`src/rtl/comptest_pkg.sv`:
```
// Shared definitions for the comparator test sequencer: strip geometry and scan FSM encoding.
package comptest_pkg;

   localparam int unsigned NSTRIP  = 32;
   localparam int unsigned STRIP_W = $clog2(NSTRIP);
   localparam int unsigned PCNT_W  = 16;

   typedef enum logic [3:0] {
      IDLE,
      CLEAR,
      ARM,
      FIRE,
      ACK,
      RDY,
      GAP,
      NEXT,
      DONE
   } state_t;

   function automatic logic [NSTRIP-1:0] strip_onehot(input logic [STRIP_W-1:0] idx);
      return NSTRIP'(1) << idx;
   endfunction

endpackage

```
`src/rtl/pulse_scan_sequencer_if.sv`:
```
// Fire/ready handshake between the scan sequencer (master) and the pulse injector (slave).
interface pulse_scan_sequencer_if;

   logic fire_pulse;
   logic pulser_ready;

   modport master (output fire_pulse, input pulser_ready);
   modport slave  (input fire_pulse, output pulser_ready);

endinterface

```
`src/rtl/pulse_scan_sequencer_handshake_timer.sv`:
```
// Cycle counter bounding how long the injector may take to drop or raise pulser_ready.
module handshake_timer #(
   parameter int unsigned ACK_TIMEOUT = 64
) (
   input  logic clock40,
   input  logic reset_n,
   input  logic i_clear,
   input  logic i_enable,
   output logic o_expired
);

   localparam int unsigned CNT_W = $clog2(ACK_TIMEOUT + 1);

   logic [CNT_W-1:0] r_cnt;

   // Expires on the ACK_TIMEOUT-th enabled cycle after a clear; holds there until cleared.
   assign o_expired = (r_cnt == CNT_W'(ACK_TIMEOUT - 1));

   always_ff @(posedge clock40 or negedge reset_n) begin
      if (!reset_n) begin
         r_cnt <= '0;
      end else if (i_clear) begin
         r_cnt <= '0;
      end else if (i_enable && !o_expired) begin
         r_cnt <= r_cnt + 1'b1;
      end
   end

endmodule

```
`src/rtl/pulse_scan_sequencer.sv`:
```
// Halfstrip scan sequencer: fires a configured number of injector pulses per strip and
// presents the matching expected comparator pattern.
module pulse_scan_sequencer
   import comptest_pkg::*;
#(
   parameter int unsigned ACK_TIMEOUT = 64
) (
   input  logic                 clock40,
   input  logic                 reset_n,
   input  logic                 start,
   input  logic                 abort,
   input  logic [STRIP_W-1:0]   strip_first,
   input  logic [STRIP_W-1:0]   strip_last,
   input  logic [PCNT_W-1:0]    pulses_per_strip,
   input  logic [7:0]           gap_bx,
   pulse_scan_sequencer_if.master bus,
   output logic [NSTRIP-1:0]    halfstrips_expect,
   output logic                 compout_expect,
   output logic                 halfstrips_errcnt_rst,
   output logic                 compout_errcnt_rst,
   output logic                 busy,
   output logic                 done,
   output logic                 timeout_err,
   output logic [STRIP_W-1:0]   strip_cur,
   output logic [PCNT_W-1:0]    pulse_cnt
);

   state_t              r_state;
   logic                r_fire;
   logic                r_errcnt_rst;
   logic [NSTRIP-1:0]   r_hs_expect;
   logic                r_comp_expect;
   logic                r_busy;
   logic                r_done;
   logic                r_timeout;
   logic [STRIP_W-1:0]  r_strip;
   logic [PCNT_W-1:0]   r_pcnt;
   logic [STRIP_W-1:0]  r_last;
   logic [PCNT_W-1:0]   r_pulses;
   logic [7:0]          r_gap;
   logic [7:0]          r_gap_cnt;
   logic                r_empty;

   logic w_ready;
   logic w_tmr_clear;
   logic w_tmr_en;
   logic w_expired;

   assign w_ready     = bus.pulser_ready;
   // Restart the timer on fire and again when the ready drop is seen.
   assign w_tmr_clear = (r_state == FIRE) || ((r_state == ACK) && !w_ready);
   assign w_tmr_en    = (r_state == ACK) || (r_state == RDY);

   handshake_timer #(
      .ACK_TIMEOUT (ACK_TIMEOUT)
   ) u_timer (
      .clock40   (clock40),
      .reset_n   (reset_n),
      .i_clear   (w_tmr_clear),
      .i_enable  (w_tmr_en),
      .o_expired (w_expired)
   );

   always_ff @(posedge clock40 or negedge reset_n) begin
      if (!reset_n) begin
         r_state       <= IDLE;
         r_fire        <= 1'b0;
         r_errcnt_rst  <= 1'b0;
         r_hs_expect   <= '0;
         r_comp_expect <= 1'b0;
         r_busy        <= 1'b0;
         r_done        <= 1'b0;
         r_timeout     <= 1'b0;
         r_strip       <= '0;
         r_pcnt        <= '0;
         r_last        <= '0;
         r_pulses      <= '0;
         r_gap         <= '0;
         r_gap_cnt     <= '0;
         r_empty       <= 1'b0;
      end else begin
         r_fire       <= 1'b0;
         r_errcnt_rst <= 1'b0;
         if (abort) begin
            r_state       <= IDLE;
            r_hs_expect   <= '0;
            r_comp_expect <= 1'b0;
            r_busy        <= 1'b0;
            r_done        <= 1'b0;
         end else begin
            case (r_state)
               IDLE, DONE: begin
                  if (start) begin
                     r_state       <= CLEAR;
                     r_last        <= strip_last;
                     r_pulses      <= pulses_per_strip;
                     r_gap         <= gap_bx;
                     r_empty       <= (strip_first > strip_last) || (pulses_per_strip == '0);
                     r_strip       <= strip_first;
                     r_pcnt        <= '0;
                     r_timeout     <= 1'b0;
                     r_done        <= 1'b0;
                     r_busy        <= 1'b1;
                     r_errcnt_rst  <= 1'b1;
                     r_hs_expect   <= strip_onehot(strip_first);
                     r_comp_expect <= 1'b1;
                  end
               end
               CLEAR: begin
                  if (r_empty) begin
                     r_state       <= DONE;
                     r_busy        <= 1'b0;
                     r_done        <= 1'b1;
                     r_hs_expect   <= '0;
                     r_comp_expect <= 1'b0;
                  end else begin
                     r_state <= ARM;
                  end
               end
               ARM: begin
                  if (w_ready) begin
                     r_state <= FIRE;
                     r_fire  <= 1'b1;
                  end
               end
               FIRE: r_state <= ACK;
               ACK, RDY: begin
                  if ((r_state == ACK) && !w_ready) begin
                     r_state <= RDY;
                  end else if ((r_state == RDY) && w_ready) begin
                     r_pcnt    <= (r_pcnt == '1) ? r_pcnt : r_pcnt + 1'b1;
                     r_gap_cnt <= '0;
                     r_state   <= (r_gap == '0) ? NEXT : GAP;
                  end else if (w_expired) begin
                     r_state       <= DONE;
                     r_timeout     <= 1'b1;
                     r_busy        <= 1'b0;
                     r_done        <= 1'b1;
                     r_hs_expect   <= '0;
                     r_comp_expect <= 1'b0;
                  end
               end
               GAP: begin
                  if (r_gap_cnt == r_gap - 8'd1) begin
                     r_state <= NEXT;
                  end else begin
                     r_gap_cnt <= r_gap_cnt + 8'd1;
                  end
               end
               NEXT: begin
                  if (r_pcnt < r_pulses) begin
                     r_state <= FIRE;
                     r_fire  <= 1'b1;
                  end else if (r_strip == r_last) begin
                     r_state       <= DONE;
                     r_busy        <= 1'b0;
                     r_done        <= 1'b1;
                     r_hs_expect   <= '0;
                     r_comp_expect <= 1'b0;
                  end else begin
                     r_state     <= FIRE;
                     r_fire      <= 1'b1;
                     r_strip     <= r_strip + 1'b1;
                     r_pcnt      <= '0;
                     r_hs_expect <= strip_onehot(r_strip + 1'b1);
                  end
               end
               default: r_state <= IDLE;
            endcase
         end
      end
   end

   assign bus.fire_pulse          = r_fire;
   assign halfstrips_expect       = r_hs_expect;
   assign compout_expect          = r_comp_expect;
   assign halfstrips_errcnt_rst   = r_errcnt_rst;
   assign compout_errcnt_rst      = r_errcnt_rst;
   assign busy                    = r_busy;
   assign done                    = r_done;
   assign timeout_err             = r_timeout;
   assign strip_cur               = r_strip;
   assign pulse_cnt               = r_pcnt;

endmodule

```
`src/flat_wrapper.sv`:
```
// flat-port wrapper written by rule: the top's interface ports become plain ports
module pulse_scan_sequencer_flat import comptest_pkg::*;
#(
   parameter int unsigned ACK_TIMEOUT = 64
)
  (clock40, reset_n, start, abort, strip_first, strip_last, pulses_per_strip, gap_bx, halfstrips_expect, compout_expect, halfstrips_errcnt_rst, compout_errcnt_rst, busy, done, timeout_err, strip_cur, pulse_cnt, bus_fire_pulse, bus_pulser_ready);
  pulse_scan_sequencer_if bus_i ();
  input  logic clock40;
  input  logic reset_n;
  input  logic start;
  input  logic abort;
  input  logic [STRIP_W-1:0] strip_first;
  input  logic [STRIP_W-1:0] strip_last;
  input  logic [PCNT_W-1:0] pulses_per_strip;
  input  logic [7:0] gap_bx;
  output logic [NSTRIP-1:0] halfstrips_expect;
  output logic compout_expect;
  output logic halfstrips_errcnt_rst;
  output logic compout_errcnt_rst;
  output logic busy;
  output logic done;
  output logic timeout_err;
  output logic [STRIP_W-1:0] strip_cur;
  output logic [PCNT_W-1:0] pulse_cnt;
  output wire logic [$bits(bus_i.fire_pulse)-1:0] bus_fire_pulse;
  input wire logic [$bits(bus_i.pulser_ready)-1:0] bus_pulser_ready;
  assign bus_fire_pulse = bus_i.fire_pulse;
  assign bus_i.pulser_ready = bus_pulser_ready;
  pulse_scan_sequencer #(.ACK_TIMEOUT(ACK_TIMEOUT)) u_core (.clock40(clock40), .reset_n(reset_n), .start(start), .abort(abort), .strip_first(strip_first), .strip_last(strip_last), .pulses_per_strip(pulses_per_strip), .gap_bx(gap_bx), .bus(bus_i), .halfstrips_expect(halfstrips_expect), .compout_expect(compout_expect), .halfstrips_errcnt_rst(halfstrips_errcnt_rst), .compout_errcnt_rst(compout_errcnt_rst), .busy(busy), .done(done), .timeout_err(timeout_err), .strip_cur(strip_cur), .pulse_cnt(pulse_cnt));
endmodule
```
`config.mk`:
```
export PLATFORM = sky130hd
export DESIGN_NAME = pulse_scan_sequencer_flat
export DESIGN_NICKNAME = d
export VERILOG_FILES = /design/src/rtl/comptest_pkg.sv /design/src/rtl/pulse_scan_sequencer_if.sv /design/src/rtl/pulse_scan_sequencer_handshake_timer.sv /design/src/rtl/pulse_scan_sequencer.sv /design/src/flat_wrapper.sv
export SDC_FILE = /design/constraint.sdc
export NUM_CORES = 1
export LEC_CHECK = 0
export CORE_MARGIN = 2
export CORE_UTILIZATION = 50
export DETAILED_ROUTE_END_ITERATION = 6
export DONT_BUFFER_PORTS = 1
export PLACE_DENSITY = 0.65
export SYNTH_ARGS = -nofsm -noshare
export SYNTH_HDL_FRONTEND = slang
export SYNTH_SLANG_ARGS = --single-unit
```
`constraint.sdc`:
```
create_clock -name clock40 -period 3.7 [get_ports clock40]
set_input_delay 0.74 -clock clock40 [delete_from_list [all_inputs] [get_ports clock40]]
set_output_delay 0.74 -clock clock40 [all_outputs]
set_load 0.05 [all_outputs]
```
* Word level (Yosys, flattened, before mapping)
Index checks and enable logic that the tools add are counted.
Operators by class: shifts and indexed selects 2, $mul 0, add/subtract/negate cells 5, multiplexer cells 65, divide/modulo/power cells 0, reduce and logical (&&, ||, !) cells 27, equal/unequal tests 31, bitwise operators 1, order comparisons 2
Operators with widths (number):
- two-way mux 32 bit | 8
- case mux 32 bit (4 select lines) | 1
- two-way mux 16 bit | 6
- << shifter 1 x 5 -> 32 bit, first input constant | 2
- case mux 16 bit (3 select lines) | 1
- two-way mux 4 bit | 10
- case mux 4 bit (7 select lines) | 1
- two-way mux 1 bit | 24
- two-way mux 8 bit | 3
- != test 3 bit, second input constant | 6
- adder 16 x 1 -> 16 bit, second input constant | 1
- == test 16 bit, second input constant | 1
- == test 4 x 3 -> 1 bit, second input constant | 4
- logical NOT 16 bit | 1
- < comparator 16 bit | 1
- != test 2 bit, second input constant | 8
- case mux 8 bit (2 select lines) | 1
- AND reduction 8 bit | 2
- two-way mux 5 bit | 3
- two-way mux 7 bit | 2
- case mux 5 bit (2 select lines) | 1
- AND reduction 5 bit | 2
- != test 3 x 2 -> 1 bit, second input constant | 3
- adder 8 x 1 -> 8 bit, second input constant | 1
- other kinds (28) | 40
Word-level totals: bits in writable memories 0, memory bits (read-only) 0, bits of input ports 39, output and inout port bits 60, register bits 107, bits in latches 0, word-level logic and storage cells 148, memories kept 0

* Longest topological paths before layout
depth after elaboration 6, mapped depth 9

* Hierarchy
Synthesis repeated with hierarchy kept, for this count alone.
Unflattened totals: cells, all modules 694, area, all modules 6327.3 µm²
Modules (own cells, without submodules):
- pulse_scan_sequencer | times used 1, cells each 656, area an instance 5918.2 µm², sequential area each 2502.4 µm²
- handshake_timer | times used 1, cells each 38, area an instance 409.1 µm², sequential area each 175.2 µm²

* Least setup slack after synthesis
No wires, ideal clock.
path type register -> register, start register u_core.r_pcnt[13], in the netlist u_core.pulse_cnt[13], end register u_core.r_hs_expect[0], in the netlist u_core.halfstrips_expect[0], setup time 0.125 ns, data required time 3.575 ns, path slack 0.987 ns, cell stages (with the launch flop) 9, arrival time 2.587 ns, clock period less this slack 2.713 ns, cell sequence dfrtp_1 -> ha_1 -> a21oi_1 -> o21ai_0 -> nor4_1 -> nand2_1 -> o21ai_4 -> buf_12 -> mux2_4
On the way: word-level cells in the longest chain between the ends 3
Ends and longest elaborated chain:
- start: declaration | line pulse_scan_sequencer.sv:37 | logic [PCNT_W-1:0] r_pcnt;
- start signal: assignment | line pulse_scan_sequencer.sv:131 | r_pcnt <= (r_pcnt == '1) ? r_pcnt : r_pcnt + 1'b1;
- < comparator 16 bit | line pulse_scan_sequencer.sv:151 | if (r_pcnt < r_pulses) begin
- != test 3 bit (no line)
- AND reduction 7 bit (no line)
- end signal: assignment | line pulse_scan_sequencer.sv:105 | r_hs_expect <= strip_onehot(strip_first);
- end signal: assignment | line pulse_scan_sequencer.sv:165 | r_hs_expect <= strip_onehot(r_strip + 1'b1);
- end: declaration | line pulse_scan_sequencer.sv:31 | logic [NSTRIP-1:0] r_hs_expect;
Every way passes these cells. A chain may end at the register's enable or synchronous reset.

* Worst setup path after layout
start register u_core.r_pcnt[14], in the netlist u_core.pulse_cnt[14], end register u_core.r_hs_expect[2], in the netlist u_core.halfstrips_expect[2]
The elaborated chain is that of the path after synthesis.

==> impl_metrics.json <==
{
  "wl_met1_um": 7040,
  "max_slew.worst_pin.slew_ns": 0.983,
  "min_path_type": "in2async",
  "wl_met2_um": 7130,
  "drc_errors": 0,
  "peakVddDrop_v": 0.000303,
  "fillers": 1114,
  "setup_tns_ns": 0,
  "coreArea_mm2": 0.0126,
  "period_needed_ns": 3.37,
  "worstSetupStartpointType": "flip-flop",
  "top_layer": "met4",
  "cts_hold_buffers": 0,
  "fp.dieH_um": 117,
  "placed_cell_area_mm2": 0.00659,
  "power_frac_comb_pct": 33.4,
  "worstSetupPathDepth": 8,
  "met3_length_um": 865,
  "syn_to_final_growth_pct": 6.89,
  "cts_made_buffers": 9,
  "p_seq_share_pct": 44.5,
  "drtAntennaViolNets": 0,
  "synth.most_common_cell": "dfrtp_1",
  "rows": 41,
  "min_period_over_period_pct": 91.2,
  "fmax_ghz": 0.296,
  "post_drt_wl_per_cell_um": 18.6,
  "rr_worst_depth": 8,
  "routed_wirelength_um": 15300,
  "r2r_slack_ns": 0.33,
  "die_area_mm2": 0.0138,
  "fin_skew_ns": 0.00569,
  "synth.largest_area_cell": "dfrtp_1",
  "crit_family": "simple AND/OR/NAND/NOR gates",
  "crit_chain": "ha_1, nand4_1, nor3_1, nor4_1, nand2_1, o21ai_4, buf_4, mux2_2",
  "yosysTopAreaCellShare_pct": 41.6,
  "grt_pass1_vias": 4733,
  "num-nets-final": 714,
  "slew_headroom_pct": 34.1,
  "h-tree-depth": 3,
  "worstPathArrival_ns": 3.62,
  "crit_buf_inv": 1,
  "synth_top_flop_cell": "dfrtp_1",
  "finalMaxSlewViolations": 0,
  "hold_viol_final": 0,
  "place_congestion": 0.862,
  "floorplan.initialDensity_pct": 51.2,
  "layout-drive-gt1-share_pct": 14.5,
  "synth.yosys.seq_area_share_pct": 41.6,
  "cts_root_buf": "clkbuf_16",
  "hpwl_um": 11100,
  "synth_common_cells": "dfrtp_1 (107), nand2_1 (53), nand3_1 (42), o21ai_0 (38), inv_1 (37)",
  "routed_via_density": 6.09,
  "cts.clk_slew.worst_paths_ns": 0.07,
  "grt_pass1_wl_um": 25100,
  "grt.overflow.total": 0,
  "criticalPathCategory": "reg2reg",
  "cts_tree": "done",
  "io_pins": 99,
  "cpPeakStageDelay_ns": 0.73,
  "insertion_delay_ns": 0.35,
  "diodes": 0,
  "yosysUniqueCellTypes": 67,
  "dr.pass1.iters": 6,
  "grt_max_degree": 108,
  "ys_warn_count": 0,
  "dieWidth_um": 117,
  "synthesis.area_mm2": 0.00643,
  "port_buffers": 0,
  "max-cap-violations": 0,
  "finalSetupViolCount": 0,
  "clkPwrFrac_pct": 22.1,
  "p_leak_uw": 0.00308,
  "cp_slowest_cell": "dfrtp_1",
  "syn_avg_cell_area_um2": 9.92,
  "synth-edff-count": 0,
  "antenna_found_initial": 0,
  "cts_buffer_depth": 2,
  "synth_area_leaders": "dfrtp_1 (42%), mux2_4 (7.0%), ha_1 (5.8%)",
  "p_per_area_mw_per_mm2": 601,
  "design_area_mm2": 0.00687,
  "vias": 5003,
  "crit_path_end_kind": "flip-flop",
  "power.total_uw": 4130,
  "swShare_pct": 40.9,
  "grt_usage_pct": 22.3,
  "post_cts_buffers": 0,
  "cts.sinks": 107,
  "cp.required_ns": 3.94,
  "rsz0062_at_grt": "no",
  "synth_nets": 717,
  "drt_first_iter_violations": 544,
  "finish.utilization_pct": 54.7,
  "p_sw_uw": 1690,
  "syn_inst": 648,
  "status": "finished, final reports clean",
  "whs_ns": 0.0796,
  "critPathMaxFanout": 32,
  "ys_seq_elements": 107,
  "async_flop_share_pct": 100,
  "power.internal_uw": 2440,
  "cts_resized": 0
}
## flip-flops by register name (all words and copies together), names as in the netlist
signal and count:
u_core.r_pulses 16, u_core.done 1, u_core.halfstrips_expect 32, u_core.timeout_err 1, u_core.r_empty 1, u_core.strip_cur 5, u_core.r_state 4, u_core.u_timer.r_cnt 7
u_core.compout_expect 1, u_core.r_gap_cnt 8, u_core.r_gap 8, u_core.compout_errcnt_rst 1, u_core.bus.fire_pulse 1, u_core.r_last 5, u_core.pulse_cnt 16
## worst register-to-register path, stage by stage, from the launching register on
cell,delay [ns]
dfrtp_1,0.73
ha_1,0.35
nand4_1,0.18
nor3_1,0.07
nor4_1,0.61
nand2_1,0.26
o21ai_4,0.18
buf_4,0.48
mux2_2,0.41
## layout by cell type (no fill, tap or decap), types with 9 or more instances in the layout
cell	instances
inv_1	37
clkbuf_16	9
dfrtp_1	107
nand4_1	13
o21ai_0	38
o31ai_1	12
nor3_1	14
a21o_1	11
xnor2_1	9
xor2_1	14
ha_1	30
nand3_1	42
a21oi_1	24
and3_1	9
nand2_1	53
o22ai_1	34
mux2_2	16
buf_4	17
or3_1	9
nor2_1	22
mux2_4	30
## power by group through the flow
stage	clock (uW)	sequential, uW	combinational (uW)
2_1_floorplan	0	1760	1180
3_3_place_gp	0	1850	1320
5_1_grt	991	1870	1530
6_report	915	1840	1380
3_5_place_dp	0	1860	1370
4_1_cts	937	1840	1380
## cells by family (layout without fill, tap and decap cells)
group           count (synthesis)  count (layout)  share of synthesized area [%]
buf+inv                        68              70                           5.08
xor+xnor                       23              23                           3.13
compound gates                161             161                           16.6
simple gates                  207             207                           16.9
flops                         107             107                           41.6
fa+ha+maj                      30              30                           5.84
mux                            52              52                           10.7
## path summary, 6_finish.rpt
path                                      startpoint                           to
worst max register to register  u_core.pulse_cnt[14]  u_core.halfstrips_expect[2]
worst max-delay path            u_core.pulse_cnt[14]  u_core.halfstrips_expect[2]
max in group asynchronous                    reset_n         u_core.pulse_cnt[10]
min in group clock40                           abort           u_core.timeout_err
worst min-delay path                         reset_n    u_core.compout_errcnt_rst
worst min register to register      u_core.r_last[0]             u_core.r_last[0]
## layout make-up
cell class                      instances  area [um2]  share of cell area, %
Timing Repair Buffer                   17         128                   1.86
Multi-Input combinational cell        473        3430                   50.0
Inverter                               37         139                   2.02
Clock buffer                           11         253                   3.68
Sequential cell                       107        2680                   39.0
Clock inverter                          5        27.5                  0.401
Tap cell                              172         215                   3.13
## routing by layer
layer / up-vias / track usage (%)
met5: - / 0
met4: 0 / 7.98
met3: 16 / 5.30
met2: 136 / 35.1
met1: 2477 / 30.1
li1: 2374 / -
## through the flow
step | instances | setup WS [ns]
after global routing | 822 | 0.113
after CTS | 822 | 0.360
final | 822 | 0.326
after global placement | 806 | 0.519
after detailed placement | 806 | 0.358
after floorplan | 648 | 0.987
Power figures use the tool's default switching activity.
==> variant 1: new RTL, same settings <==
The 9 states of `state_t` get a Gray code encoding in 4 bits.
--- a/src/rtl/comptest_pkg.sv
+++ b/src/rtl/comptest_pkg.sv
@@ -6,15 +6,15 @@
    localparam int unsigned PCNT_W  = 16;
 
    typedef enum logic [3:0] {
-      IDLE,
-      CLEAR,
-      ARM,
-      FIRE,
-      ACK,
-      RDY,
-      GAP,
-      NEXT,
-      DONE
+      IDLE  = 4'b0000,
+      CLEAR = 4'b0001,
+      ARM   = 4'b0011,
+      FIRE  = 4'b0010,
+      ACK   = 4'b0110,
+      RDY   = 4'b0111,
+      GAP   = 4'b0101,
+      NEXT  = 4'b0100,
+      DONE  = 4'b1100
    } state_t;
 
    function automatic logic [NSTRIP-1:0] strip_onehot(input logic [STRIP_W-1:0] idx);
Check against the original RTL: no difference found for any inputs over 4 cycles, from zero or initial values and one cycle with reset_n low; so few cycles prove little.
==> variant 1 against the original RTL <==
- combinational power rose by 18%
- first-iteration DRC count decreased by 19%
- total power rose by 6.1%
- die area shrank 2.7%
- maximum frequency increased by 8.4%
- wire length is 0.12% lower
- utilization rose by 0.36 points
- sequential cell count unchanged
- cell area decreased by 3.0%
- worst setup slack better by 0.26 ns
- largest power group unchanged
- synthesized area decreased by 2.8%
- highest routed layer unchanged
==> variant 1: results (changes against the original RTL) <==
** Setup path
- Worst reg-to-reg setup slack :: 0.59 ns (+0.26 ns)
- The arrival time at the worst endpoint was 3.40 ns (-0.22 ns).
- The worst register-to-register path ends at u_core.pulse_cnt[7].
- The worst register-to-register path begins at u_core.pulse_cnt[6].
- The largest fanout on the critical path came to 17 (-47%).
- The number of cells on the worst reg-to-reg path came to 8 (unchanged).
- WS Path Type :: reg -> reg

** Finish
- The non-filler instance count after layout came to 843 (+2.6%).
- The number of fillers in the final layout was 1154 (+3.6%).
- Count of inserted antenna diode cells :: 0 (unchanged)
- Ratio of cells with drive above 1 in the final layout :: 11.6% (-2.9 points)
- The final net count came to 739 (+3.5%).
- The number of flip-flops under the largest register name is 32 (unchanged).

** Logic synthesis
- In the synthesized netlist, the cells that appear most often are sky130_fd_sc_hd__dfrtp_1, sky130_fd_sc_hd__nand2_1, sky130_fd_sc_hd__o21ai_0, sky130_fd_sc_hd__inv_1, sky130_fd_sc_hd__o22ai_1.
- The unique cell type count in the Yosys netlist is 60 (-10%).
- Mapped Cells :: 671 (+3.5%)
- In the synthesized netlist the dominant register cell turns out to be sky130_fd_sc_hd__dfrtp_1.
- The number of synthesized flops with an enable pin is 0 (unchanged).
- Yosys warnings :: 0 (unchanged)
- In the post-synthesis netlist, the biggest area contributors are sky130_fd_sc_hd__dfrtp_1, sky130_fd_sc_hd__ha_1, sky130_fd_sc_hd__mux2_2, sky130_fd_sc_hd__nand2_1, sky130_fd_sc_hd__o21ai_0.
- Sequential share of the synthesized area :: 42.8% (+1.2 points)

** Drt
- Total vias in the final route :: 5032 (+0.58%)
- The total iterations of the first detailed-routing run is 5 (-1).
- The aggregate routed wire length was 15.2 mm (-0.12%).
- Drt first-iter violations :: 438 (-19%)

** Placed design
- Number of port buffers :: 0 (unchanged)
- The cell count after placement is 827 (+2.6%).
- The final HPWL from detailed placement came to 11.0 mm (-1.2%).
- Global placer's final weighted congestion :: 0.922 (+6.9%)

** Clocking
- Worst-Skew Late Latency :: 0.36 ns
- Number of buffers created by CTS :: 9 (unchanged)
- The post-CTS clock slew at the launch and capture registers of the worst setup and hold paths was 0.07 ns (about the same).
- The post-cts sizing count came to 0 (unchanged).
- The number of buffers on the longest clock path came to 2 (unchanged).
- The total setup buffers inserted after CTS came to 0 (unchanged).

** Global route
- The wire length of the first global-routing pass is 24.8 mm (-1.5%).
- The total global routing track utilization came to 23.7% (+1.4 points).
- The maximum number of pins on one net before global-route repair came to 108 (unchanged).
- Vias in the first global route :: 4857 (+2.6%)

** Power
- Max VDD drop :: 0.394 mV (+30%)
- Standby leakage power :: 0.00301 uW (-2.3%)
- Internal Power :: 2500 uW (+2.5%)

** Outcome
- Outcome :: complete, no violations

** STA
- The final clock skew is 0.00702 ns (+0.00133 ns).
- Relative slew slack :: 39.2% (+5.1 points)
-- variant 1: changes by cell type after synthesis, sizes merged, moves of 8 or more --
| cell | change |
|---|---|
| nand2 | +41 |
| o21ai | +23 |
| mux2 | -12 |
| nand3 | -9 |
| o31ai | -9 |
| a21o | -8 |
-- variant 1: how the worst max path moves through the flow --
stage	slack [ns]	end	depth (start not counted)
after global placement	0.74	u_core.pulse_cnt[7]	8
after global routing	0.31	u_core.pulse_cnt[5]	8
after floorplan	0.96	u_core.pulse_cnt[6]	10
after CTS	0.62	u_core.pulse_cnt[7]	8
after detailed placement	0.64	u_core.pulse_cnt[7]	8
final	0.59	u_core.pulse_cnt[7]	8
-- variant 1: routing by layer --
metal  GRT usage [%]  wire length (um)  part of all wire (%)
met5            2.59                 0                     0
met4            8.73               289                   1.9
met3            6.69              1230                   8.1
met2            35.2              6910                    45
met1            33.1              6820                    45
-- variant 1: critical path: stages (launching register included) --
cell                       delay [ns]
sky130_fd_sc_hd__dfrtp_1         0.72
sky130_fd_sc_hd__and3_1          0.36
sky130_fd_sc_hd__nand3_1         0.15
sky130_fd_sc_hd__or4_1           0.61
sky130_fd_sc_hd__and4bb_1        0.24
sky130_fd_sc_hd__a21oi_2         0.38
sky130_fd_sc_hd__buf_4           0.30
sky130_fd_sc_hd__o21ai_0         0.12
sky130_fd_sc_hd__a21oi_1         0.16
-- variant 1: area by class of cell --
type | instances | area [um2] | share of cell area [%]
clock inverter | 5 | 36.3 | 0.544
multi-input combinational | 496 | 3220 | 48.3
timing repair buffer | 19 | 143 | 2.14
sequential | 107 | 2680 | 40.2
clock buffer | 11 | 243 | 3.64
tap | 168 | 210 | 3.15
inverter | 37 | 139 | 2.08
-- variant 1: kinds of logic after synthesis --
| family | after synthesis | share of synthesized area (%) |
|---|---|---|
| AO/OA/AOI/OAI | 162 | 15.6 |
| XOR/XNOR | 28 | 3.92 |
| adder cells (fa/ha/maj) | 31 | 6.16 |
| buffers and inverters | 68 | 5.74 |
| flip-flops | 107 | 42.8 |
| multiplexers | 39 | 6.93 |
| AND/OR/NAND/NOR | 236 | 18.9 |
-- variant 1: power by group through the flow --
stage / logic (uW) / clock network (uW) / registers, uW
finish: 1630 / 932 / 1820
global route: 1840 / 992 / 1860
CTS: 1620 / 956 / 1820
detailed placement: 1610 / 0 / 1840
global placement: 1560 / 0 / 1830
floorplan: 1330 / 0 / 1800
-- variant 1: through the flow --
stage	utilization [%]	cell area, um2	total power (uW)	hold WS, ns	setup slack [ns]
after global routing	55.0	6670	4680	0.0535	0.309
final	55.0	6670	4380	0.0659	0.586
after CTS	55.0	6670	4400	0.0579	0.620
after global placement	52.7	6390	3390	0.447	0.742
after detailed placement	52.7	6390	3450	0.447	0.641
after floorplan	-	6250	3130	0.438	0.961
==> variant 2: new RTL, same flow settings <==
Made on the original files. `PCNT_W`: 16 -> 20.
--- a/src/rtl/comptest_pkg.sv
+++ b/src/rtl/comptest_pkg.sv
@@ -3,7 +3,7 @@
 
    localparam int unsigned NSTRIP  = 32;
    localparam int unsigned STRIP_W = $clog2(NSTRIP);
-   localparam int unsigned PCNT_W  = 16;
+   localparam int unsigned PCNT_W  = 20;
 
    typedef enum logic [3:0] {
       IDLE,
Ports: changed (resized pulse_cnt and pulses_per_strip); port bits go from 99 to 107. No check against the original RTL was run, so the function may have changed too.
==> variant 2 against the original RTL <==
- sequential cell count rose by 8
- total power rose by 28%
- synthesized area rose by 5.5%
- via count rose by 17%
- cell area rose by 11%
- wire length rose by 17%
- maximum frequency rose by 14%
- final cell count rose by 20%
- worst setup slack improved by 0.41 ns
- die area rose by 5.3%
- count of clock-buffer cells in the layout rose by 17
- utilization rose by 3.1 points
==> variant 2: results (changes against the original RTL) <==
** Outcome
- The flow ran to the end, and the final reports show no timing, DRC or antenna violations.

** Logic synthesis
- Sequential share of the synthesized area :: 42.4% (+0.78 points)
- The unique cell type count in the Yosys netlist is 69 (+3.0%).
- List of most frequent post-synthesis cells :: sky130_fd_sc_hd__nand2_1, sky130_fd_sc_hd__dfrtp_1, sky130_fd_sc_hd__o21ai_0, sky130_fd_sc_hd__nor2_1
- Mapped Cells :: 789 (+22%)

** Setup path
- Arrival time of the worst setup path :: 3.28 ns (-0.34 ns)
- Startpoint of the worst-slack reg-to-reg timing path :: u_core.pulse_cnt[5]
- The cell family contributing the most delay on the critical path is compound AO/OA/AOI/OAI gates.
- The worst register-to-register path ends at u_core.pulse_cnt[5].
- The largest fanout on the critical path is 12 (-63%).

** Drt
- The via count of the routed design was 5861 (+17%).
- The number of DRC markers in iteration 0 came to 417 (-23%).
- WL per Instance :: 18.1 um (-2.7%)
- Routed met3 length :: 1.67 mm (+93%)
- The total iterations of the first detailed-routing run came to 5 (-1).

** Global route
- Wire length of the first global-routing pass :: 28.7 mm (+14%)
- The met2 capacity usage during global routing is 39.2% (+4.1 points).
- Global-route usage over all layers :: 25.3% (+3.0 points)
- GR Util met3 :: 10.5% (+5.2 points)
- The number of global-route vias before repair came to 5738 (+21%).

** Finish
- Ratio of cells with drive above 1 in the final layout :: 8.03% (-6.4 points)

** Power
- Standby leakage power :: 0.00335 uW (+9.0%)

** Placed design
- The cell count after placement was 947 (+17%).
- The total cell area at the placement stage is 7030 um2 (+6.6%).

** STA
- The worst slew margin relative to its limit is 40.4% (+6.3 points).
- The post-route worst hold slack is 0.0242 ns (-0.0554 ns).
- Clock skew :: 0.00796 ns (+0.00227 ns)

** Clocking
- Clock transition at the registers of the reported paths :: 0.05 ns (-0.02 ns)
## variant 2: final cells by class
cell class                      instances  area (um2)
Fill cell                            1187        5590
Timing Repair Buffer                   32         280
Tap cell                              176         220
Clock buffer                           28         517
Sequential cell                       115        2880
Multi-Input combinational cell        596        3580
Inverter                               34         128
Clock inverter                          4        45.0
## variant 2: power groups by stage
stage          combinational [uW]  sequential (uW)  clock, uW
6_report                     1640             2090       1550
5_1_grt                      1860             2140       1640
2_1_floorplan                1340             2000          0
4_1_cts                      1630             2090       1570
3_3_place_gp                 1570             2100          0
3_5_place_dp                 1610             2110          0
## variant 2: timing repair
item,in CTS,in global routing
endpoints found under the setup margin,0,0
hold endpoints to repair,4,11
hold buffers,1,5
## variant 2: how the worst max path moves through the flow
stage | startpoint | to | slack [ns] | cells after the start
2_1_floorplan | u_core.pulse_cnt[17] | u_core.pulse_cnt[16] | 1.08 | 9
3_3_place_gp | u_core.pulse_cnt[5] | u_core.halfstrips_expect[18] | 0.86 | 8
3_5_place_dp | u_core.pulse_cnt[5] | u_core.pulse_cnt[3] | 0.74 | 8
4_1_cts | u_core.pulse_cnt[5] | u_core.pulse_cnt[4] | 0.72 | 8
5_1_grt | u_core.pulse_cnt[17] | u_core.pulse_cnt[11] | 0.49 | 9
6_report | u_core.pulse_cnt[5] | u_core.pulse_cnt[5] | 0.73 | 8
## variant 2: cells by family after synthesis
group                    count (synthesis)  share of synthesized area [%]
flip-flops                             115                           42.4
multiplexers                             4                          0.609
AO/OA/AOI/OAI                          218                           20.2
AND/OR/NAND/NOR                        313                           22.2
buffers and inverters                   78                           4.87
adder cells (fa/ha/maj)                 33                           6.09
XOR/XNOR                                28                           3.61
